==> src/rtl/serial_seq_ctrl.sv <==
// serial_seq_ctrl
// Word-level front end for the 10101 serial sequence detector. Parallel words
// arrive over a valid/ready handshake and are shifted out MSB-first into an
// embedded 5-state Mealy detector. Overlapping or non-overlapping detection
// is chosen per word. A saturating counter tracks the number of matches.
//
// Ports:
//   clk        rising-edge clock
//   rst        asynchronous, active-low reset
//   in_valid   producer presents a word on in_data
//   in_data    word to serialize, MSB first
//   in_ready   a word can be accepted (IDLE only)
//   overlap    detection mode, sampled when a word is accepted
//   clr_cnt    synchronous clear of match_cnt (wins over a simultaneous match)
//   ser_bit    bit currently fed to the detector (0 when idle)
//   ser_valid  ser_bit is valid this cycle
//   match      combinational Mealy match flag
//   word_done  one-cycle pulse after the last bit of a word
//   match_cnt  saturating match count
//   busy       high while shifting or finishing a word
module serial_seq_ctrl #(
  parameter int WORD_W = 8,
  parameter int CNT_W  = 8
) (
  input  logic              clk,
  input  logic              rst,
  input  logic              in_valid,
  input  logic [WORD_W-1:0] in_data,
  output logic              in_ready,
  input  logic              overlap,
  input  logic              clr_cnt,
  output logic              ser_bit,
  output logic              ser_valid,
  output logic              match,
  output logic              word_done,
  output logic [CNT_W-1:0]  match_cnt,
  output logic              busy
);

  localparam int BCW = $clog2(WORD_W);

  typedef enum logic [1:0] {
    ST_IDLE  = 2'd0,
    ST_SHIFT = 2'd1,
    ST_DONE  = 2'd2
  } ctrl_t;

  typedef enum logic [2:0] {
    S0 = 3'd0,
    S1 = 3'd1,
    S2 = 3'd2,
    S3 = 3'd3,
    S4 = 3'd4
  } det_t;

  ctrl_t             state;
  det_t              det;
  det_t              det_next;
  logic [WORD_W-1:0] shift_reg;
  logic [BCW-1:0]    bit_cnt;
  logic              mode_q;

  assign in_ready  = (state == ST_IDLE);
  assign ser_valid = (state == ST_SHIFT);
  assign word_done = (state == ST_DONE);
  assign busy      = (state == ST_SHIFT) || (state == ST_DONE);
  assign ser_bit   = ser_valid & shift_reg[WORD_W-1];
  assign match     = ser_valid & (det == S4) & ser_bit;

  // Detector next state. Legal states hold while no bit is presented;
  // any unused encoding falls through to S0 regardless of ser_valid.
  always_comb begin
    det_next = S0;
    case (det)
      S0: det_next = !ser_valid ? S0 : (ser_bit ? S1 : S0);
      S1: det_next = !ser_valid ? S1 : (ser_bit ? S1 : S2);
      S2: det_next = !ser_valid ? S2 : (ser_bit ? S3 : S0);
      S3: det_next = !ser_valid ? S3 : (ser_bit ? S1 : S4);
      S4: begin
        if (!ser_valid)   det_next = S4;
        else if (ser_bit) det_next = mode_q ? S3 : S0;
        else              det_next = S0;
      end
      default: det_next = S0;
    endcase
  end

  always_ff @(posedge clk or negedge rst) begin
    if (!rst) begin
      state     <= ST_IDLE;
      det       <= S0;
      shift_reg <= '0;
      bit_cnt   <= '0;
      mode_q    <= 1'b0;
    end else begin
      det <= det_next;
      case (state)
        ST_IDLE: begin
          if (in_valid) begin
            shift_reg <= in_data;
            bit_cnt   <= BCW'(WORD_W - 1);
            mode_q    <= overlap;
            state     <= ST_SHIFT;
          end
        end
        ST_SHIFT: begin
          shift_reg <= {shift_reg[WORD_W-2:0], 1'b0};
          if (bit_cnt == '0) begin
            state <= ST_DONE;
          end else begin
            bit_cnt <= bit_cnt - 1'b1;
          end
        end
        ST_DONE: state <= ST_IDLE;
        default: state <= ST_IDLE;
      endcase
    end
  end

  always_ff @(posedge clk or negedge rst) begin
    if (!rst) begin
      match_cnt <= '0;
    end else if (clr_cnt) begin
      match_cnt <= '0;
    end else if (match && (match_cnt != '1)) begin
      match_cnt <= match_cnt + 1'b1;
    end
  end

endmodule

==> config.mk <==
export PLATFORM = sky130hd
export DESIGN_NAME = serial_seq_ctrl
export DESIGN_NICKNAME = d
export VERILOG_FILES = /design/src/rtl/serial_seq_ctrl.sv
export SDC_FILE = /design/constraint.sdc
export NUM_CORES = 1
export LEC_CHECK = 0
export BUFFER_PORTS_ARGS = -buffer_cell sky130_fd_sc_hd__buf_4
export CAP_MARGIN = 20
export CELL_PAD_IN_SITES_DETAIL_PLACEMENT = 0
export CELL_PAD_IN_SITES_GLOBAL_PLACEMENT = 1
export CORE_UTILIZATION = 41
export DETAILED_ROUTE_END_ITERATION = 12
export MAX_ROUTING_LAYER = met4
export PLACE_DENSITY_LB_ADDON = 0.1
export SYNTH_ARGS = -nofsm -noshare
export SYNTH_HDL_FRONTEND = slang
export SYNTH_SLANG_ARGS = --single-unit
export TNS_END_PERCENT = 5
==> constraint.sdc <==
create_clock -name clk -period 2.45 [get_ports clk]
set_input_delay 0 -clock clk [delete_from_list [all_inputs] [get_ports clk]]
set_output_delay 0 -clock clk [all_outputs]
set_load 0.02 [all_outputs]
* Word level (Yosys, flattened, before mapping)
Cells that the tools add are included.
** Cells by class
- $add $sub $neg :: 2
- Equality and inequality tests :: 10
- Multiplexer cells :: 22
- Bitwise logic cells :: 3
- Reduce and logical (&&, ||, !) cells :: 11
** Operator list (number)
- 8-bit two-way mux :: 3
- 2-bit two-way mux :: 8
- 8-bit case mux with 2 select lines :: 1
- 3-bit two-way mux :: 5
- 3-bit case mux with 5 select lines :: 1
- 8-bit by 1-bit adder with 8-bit output (second input constant) :: 1
- 8-bit != test (second input constant) :: 1
- 3-bit by 2-bit == test with 1-bit output (second input constant) :: 2
- 3-bit logical NOT :: 2
- 3-bit case mux with 2 select lines :: 1
- 2-bit AND reduction :: 3
- 2-bit != test (second input constant) :: 2
- 2-bit case mux with 2 select lines :: 1
- 2-bit nonzero test :: 2
- 1-bit AND :: 3
- 3-bit by 1-bit == test with 1-bit output (second input constant) :: 1
- 3-bit == test (second input constant) :: 1
- 3-bit AND reduction :: 1
- 3-bit by 1-bit subtractor with 3-bit output (second input constant) :: 1
- 2-bit by 1-bit == test with 1-bit output (second input constant) :: 1
- 2-bit == test (second input constant) :: 1
- 2-bit logical NOT :: 1
- 1-bit two-way mux :: 2
- 2-bit by 1-bit != test with 1-bit output (second input constant) :: 1
- other kinds (2) :: 2
** Word-level totals
- Flip-flop bits (word level) :: 25
- Bits of input ports :: 13

* Logic depth before layout (Yosys ltp)
- Word-level depth :: 6
- Gate-level depth with buffers :: 7
- Depth with buffers taken out :: 6

* Worst setup path before layout
No wires, ideal clock.
- Kind :: register -> register
- From :: register state[1]
- To :: register match_cnt[6]
- Library setup time :: 127 ps
- Data arrival time :: 1769 ps
- Data required time :: 2323 ps
- Setup slack :: 553 ps
- Stages on the path, launching flop included :: 7
- Buffers on the path :: 0
- Path through :: dfrtp_1 > inv_1 > ha_1 > nand2b_1 > a2111oi_4 > nand4_1 > mux2_1
** On the way
- Longest elaborated chain between the ends :: 5
- Elaborated cells between the ends (all ways) :: 6
- Classes of those cells :: eq/ne (1); bitwise (3); reduce/logical (2)
** RTL lines
- from (decl) :: RTL line 56 : ctrl_t state;
- from (signal assigned) :: RTL line 90 : state <= ST_IDLE;
- from (signal assigned) :: RTL line 103 : state <= ST_SHIFT;
- from (signal assigned) :: RTL line 109 : state <= ST_DONE;
- 2-bit by 1-bit == test with 1-bit output * :: RTL line 64 : assign ser_valid = (state == ST_SHIFT);
- net ser_valid :: RTL line 33 : output logic ser_valid,
- 1-bit AND, on equally long branches :: RTL line 68, 67
- 1-bit AND * :: RTL line 68 : assign match = ser_valid & (det == S4) & ser_bit;
- 1-bit logical AND * :: RTL line 125 : end else if (match && (match_cnt != '1)) begin
- 2-bit nonzero test (no line) *
- to (signal assigned) :: RTL line 126 : match_cnt <= match_cnt + 1'b1;
- to (decl) :: RTL line 36 : output logic [CNT_W-1:0] match_cnt,
Mark *: on every way through the listed nets, which the timed path passes. The rest lies on a longest branch.
A chain may end at the register's enable or synchronous reset.

* Final worst setup path
- From :: register state[1]
- To :: register match_cnt[6]
** On the way
- Longest elaborated chain between the ends :: 5
- Elaborated cells between the ends (all ways) :: 6
- Classes of those cells :: eq/ne (1); bitwise (3); reduce/logical (2)
** RTL lines (RTL line)
- 2-bit by 1-bit == test with 1-bit output * :: 64
- 1-bit AND, on equally long branches :: 68, 67
- 1-bit AND * :: 68
- 1-bit logical AND * :: 125
- 2-bit nonzero test (no line) *
Mark *: on every way between the ends. The rest lies on a longest branch, timed or not.

==> flow_metrics.py <==
metrics = {
    "status": {
        "status": "finished clean",
    },
    "clocking": {
        "cts_setup_buffers": 0,
        "clock_sinks": 25,
        "clock_path_buffers": 2,
        "cts_resized": 0,
        "cts_buffers": 3,
        "htreeDepth": 1,
        "cts_tree": "built",
        "cts_root_buf": "clkbuf_4",
        "clkLatencyLatePin_ps": 330,
        "holdBufCountCts": 10,
        "clk_pin_slew_ps": 150,
    },
    "sta": {
        "slew_violations": 0,
        "fin_skew_ps": 13.7,
        "period_minus_slack_ps": 1820,
        "setup_viol": 0,
        "hold_violations": 0,
        "setup_tns_ps": 0,
        "period_share_pct": 74.3,
        "slew-limit-headroom_pct": 74.2,
        "clock.fmax_ghz": 0.549,
        "worst_pin_slew_ps": 386,
        "rsz0062_at_grt": "false",
    },
    "drt": {
        "vias": 1208,
        "viasPerCell": 5.28,
        "ant_nets": 0,
        "firstDrtPassIters": 4,
        "drc": 0,
        "wl_per_cell_um": 14.0,
        "drt-total-wl_um": 3200,
        "drtIter0Drc": 45,
    },
    "power": {
        "power_uw": 1570,
        "max-vdd-ir-drop_v": 0.000507,
        "power_density_nw_per_um2": 895,
        "p_leak_uw": 0.000785,
    },
    "grt": {
        "grt_pass1_vias": 1220,
        "antenna_found_initial": 0,
        "grt_max_degree": 26,
        "grt_usage_pct": 21.4,
        "grt-ovfl-total": 0,
        "grt_pass1_wl_um": 5510,
    },
    "critical_path": {
        "critPathCaptureType": "flop",
        "crit_fanout": 5,
        "rr_endpoint": "match_cnt[6]",
        "rrSetupSlack_ps": 630,
        "worstPathRequired_ps": 2670,
        "cpPeakStageDelay_ps": 420,
        "cp-start-kind": "flop",
        "timing.rr.start": "state[1]",
        "crit_type": "flop to flop",
        "cp.arrival_ps": 2030,
        "path_cells": "inv_1 -> ha_1 -> nand2b_1 -> a2111oi_4 -> nand4_1 -> mux2_1",
        "slowest_stage": "dfrtp_1",
        "ff2ff_path_depth": 6,
    },
    "synth": {
        "synth_cell_types": 35,
        "synth_edf_count": 0,
        "yosysSeqAreaShare_pct": 45.5,
        "syn_area_per_cell_um2": 9.48,
        "synthArstFlopShare_pct": 100,
        "ys.flop_type": "dfrtp_1",
        "ys_seq_elements": 25,
        "syn-cell-area_um2": 1380,
        "synth_cells": 145,
        "synth-warning-count": 0,
        "syn_nets": 165,
    },
    "layout": {
        "area_growth_pct": 28.0,
        "utilization_pct": 56.3,
        "drive_above_1_share_pct": 20.5,
        "nets": 206,
        "fillers": 294,
        "n_antenna_cell": 0,
        "fin_cells": 229,
    },
    "placement": {
        "place_hpwl_um": 2190,
        "place_congestion": 0.760,
        "placedCellCount": 215,
        "portBuffers": 26,
    },
    "flow_run": {
        "drv_cap": 0,
    },
    "hold_path": {
        "min_to": "shift_reg[7]",
        "hp-class": "input pin to flop",
        "hp-start": "in_data[7]",
        "worstHoldPathCells": 4,
    },
    "floorplanning": {
        "coreArea_um2": 3130,
        "start_util_pct": 44.0,
        "fp.dieH_um": 59.9,
        "pin_count": 27,
        "dieArea_um2": 3590,
        "fp.dieW_um": 59.9,
        "row_count": 20,
    },
}
critical path: cells and delay by family, from the launching register on:
kind / cells / cell delay (ps)
AO/OA/AOI/OAI: 1 / 390
adder cells (fa/ha/maj): 1 / 170
buffers and inverters: 1 / 100
flip-flops: 1 / 420
multiplexers: 1 / 320
AND/OR/NAND/NOR: 2 / 300
synth_stat cells (2+ instances only):
library cell,number,area (um2)
ha_1,7,87.6
dfrtp_1,25,626
a22o_1,2,17.5
nand3_1,4,20.0
nand2b_1,3,18.8
mux2_2,2,22.5
o21ai_0,10,50.1
inv_1,8,30.0
nand2_1,6,22.5
nand3b_1,4,30.0
nor4_1,2,12.5
a21oi_1,13,65.1
nor2_1,20,75.1
nor2b_1,3,18.8
mux2i_1,3,30.0
nand4_1,2,12.5
clkbuf_1,2,7.51
o22ai_1,10,62.6
nor3_1,3,15.0
stage by stage:
stage	setup slack [ps]	instance area (um2)	hold slack, ps
final	630	1760	73.1
after global routing	492	1760	91.1
after CTS	622	1760	59.0
after detailed placement	657	1630	-69.1
after global placement	709	1630	-72.1
after floorplan	553	1380	-296
cells in the final DEF, fill, tap and decap left out:
master / Yosys / final
nand4_1: 2 / 2
a2111oi_4: 1 / 1
o22ai_1: 10 / 10
inv_1: 8 / 8
a31oi_1: 1 / 1
o41ai_1: 1 / 1
ha_1: 7 / 7
o32ai_1: 1 / 1
mux2i_1: 3 / 3
nand2_1: 6 / 6
and2b_1: 1 / 1
clkinv_1: 1 / 1
o211ai_1: 1 / 1
and4_4: 1 / 1
mux2_1: 1 / 1
o22a_1: 1 / 1
dfrtp_1: 25 / 25
a22o_1: 2 / 2
nor3b_1: 1 / 1
nand2b_1: 3 / 3
nor3_1: 3 / 3
nor4_1: 2 / 2
nor2_1: 20 / 20
o21ai_0: 10 / 10
mux2_2: 2 / 2
a21oi_1: 13 / 13
dlygate4sd3_1: 0 / 10
nor2b_1: 3 / 3
clkinv_2: 0 / 1
and3b_1: 1 / 1
a211oi_1: 1 / 1
buf_4: 1 / 29
nand3_1: 4 / 4
a21bo_2: 1 / 1
nand3b_1: 4 / 4
clkbuf_4: 0 / 3
xor2_1: 1 / 1
routing by layer:
metal  vias to the layer above  share of wire (%)  GRT usage [%]
met5                         -                  0              -
met4                         0               0.47           4.98
met3                         2                4.7           4.76
met2                        40                 51           38.1
met1                       557                 44           24.3
li1                        609                  -              -
worst max path at each step:
stage | to | start | cells after the start
2_1_floorplan | match_cnt[6] | state[1] | 6
3_3_place_gp | match_cnt[6] | state[1] | 6
3_5_place_dp | match_cnt[6] | state[1] | 6
4_1_cts | match_cnt[6] | state[1] | 6
5_1_grt | match_cnt[5] | state[1] | 7
6_report | match_cnt[6] | state[1] | 6
cells by family (layout without fill, tap and decap cells):
kind of cell / Yosys count / in the layout / synth area share, %
simple gates: 51 / 51 / 18.9
xor+xnor: 1 / 1 / 0.637
flops: 25 / 25 / 45.5
buf+inv: 12 / 52 / 3.55
fa+ha+maj: 7 / 7 / 6.37
compound gates: 43 / 43 / 20.4
mux: 6 / 6 / 4.64
power by group:
group	switching [uW]	internal, uW	leakage, uW
sequential	95.6	527	0.000304
combinational	434	330	0.000463
clock	128	61.2	0.0000177
area by class of cell:
cell class	instances	area, um2	share of cell area (%)
Multi-Input combinational cell	108	701	39.8
Tap cell	44	55.1	3.13
Inverter	9	33.8	1.92
Sequential cell	25	626	35.5
Clock inverter	1	5.00	0.284
Timing Repair Buffer	39	318	18.1
Clock buffer	3	22.5	1.28
Power figures use the tool's default switching activity.
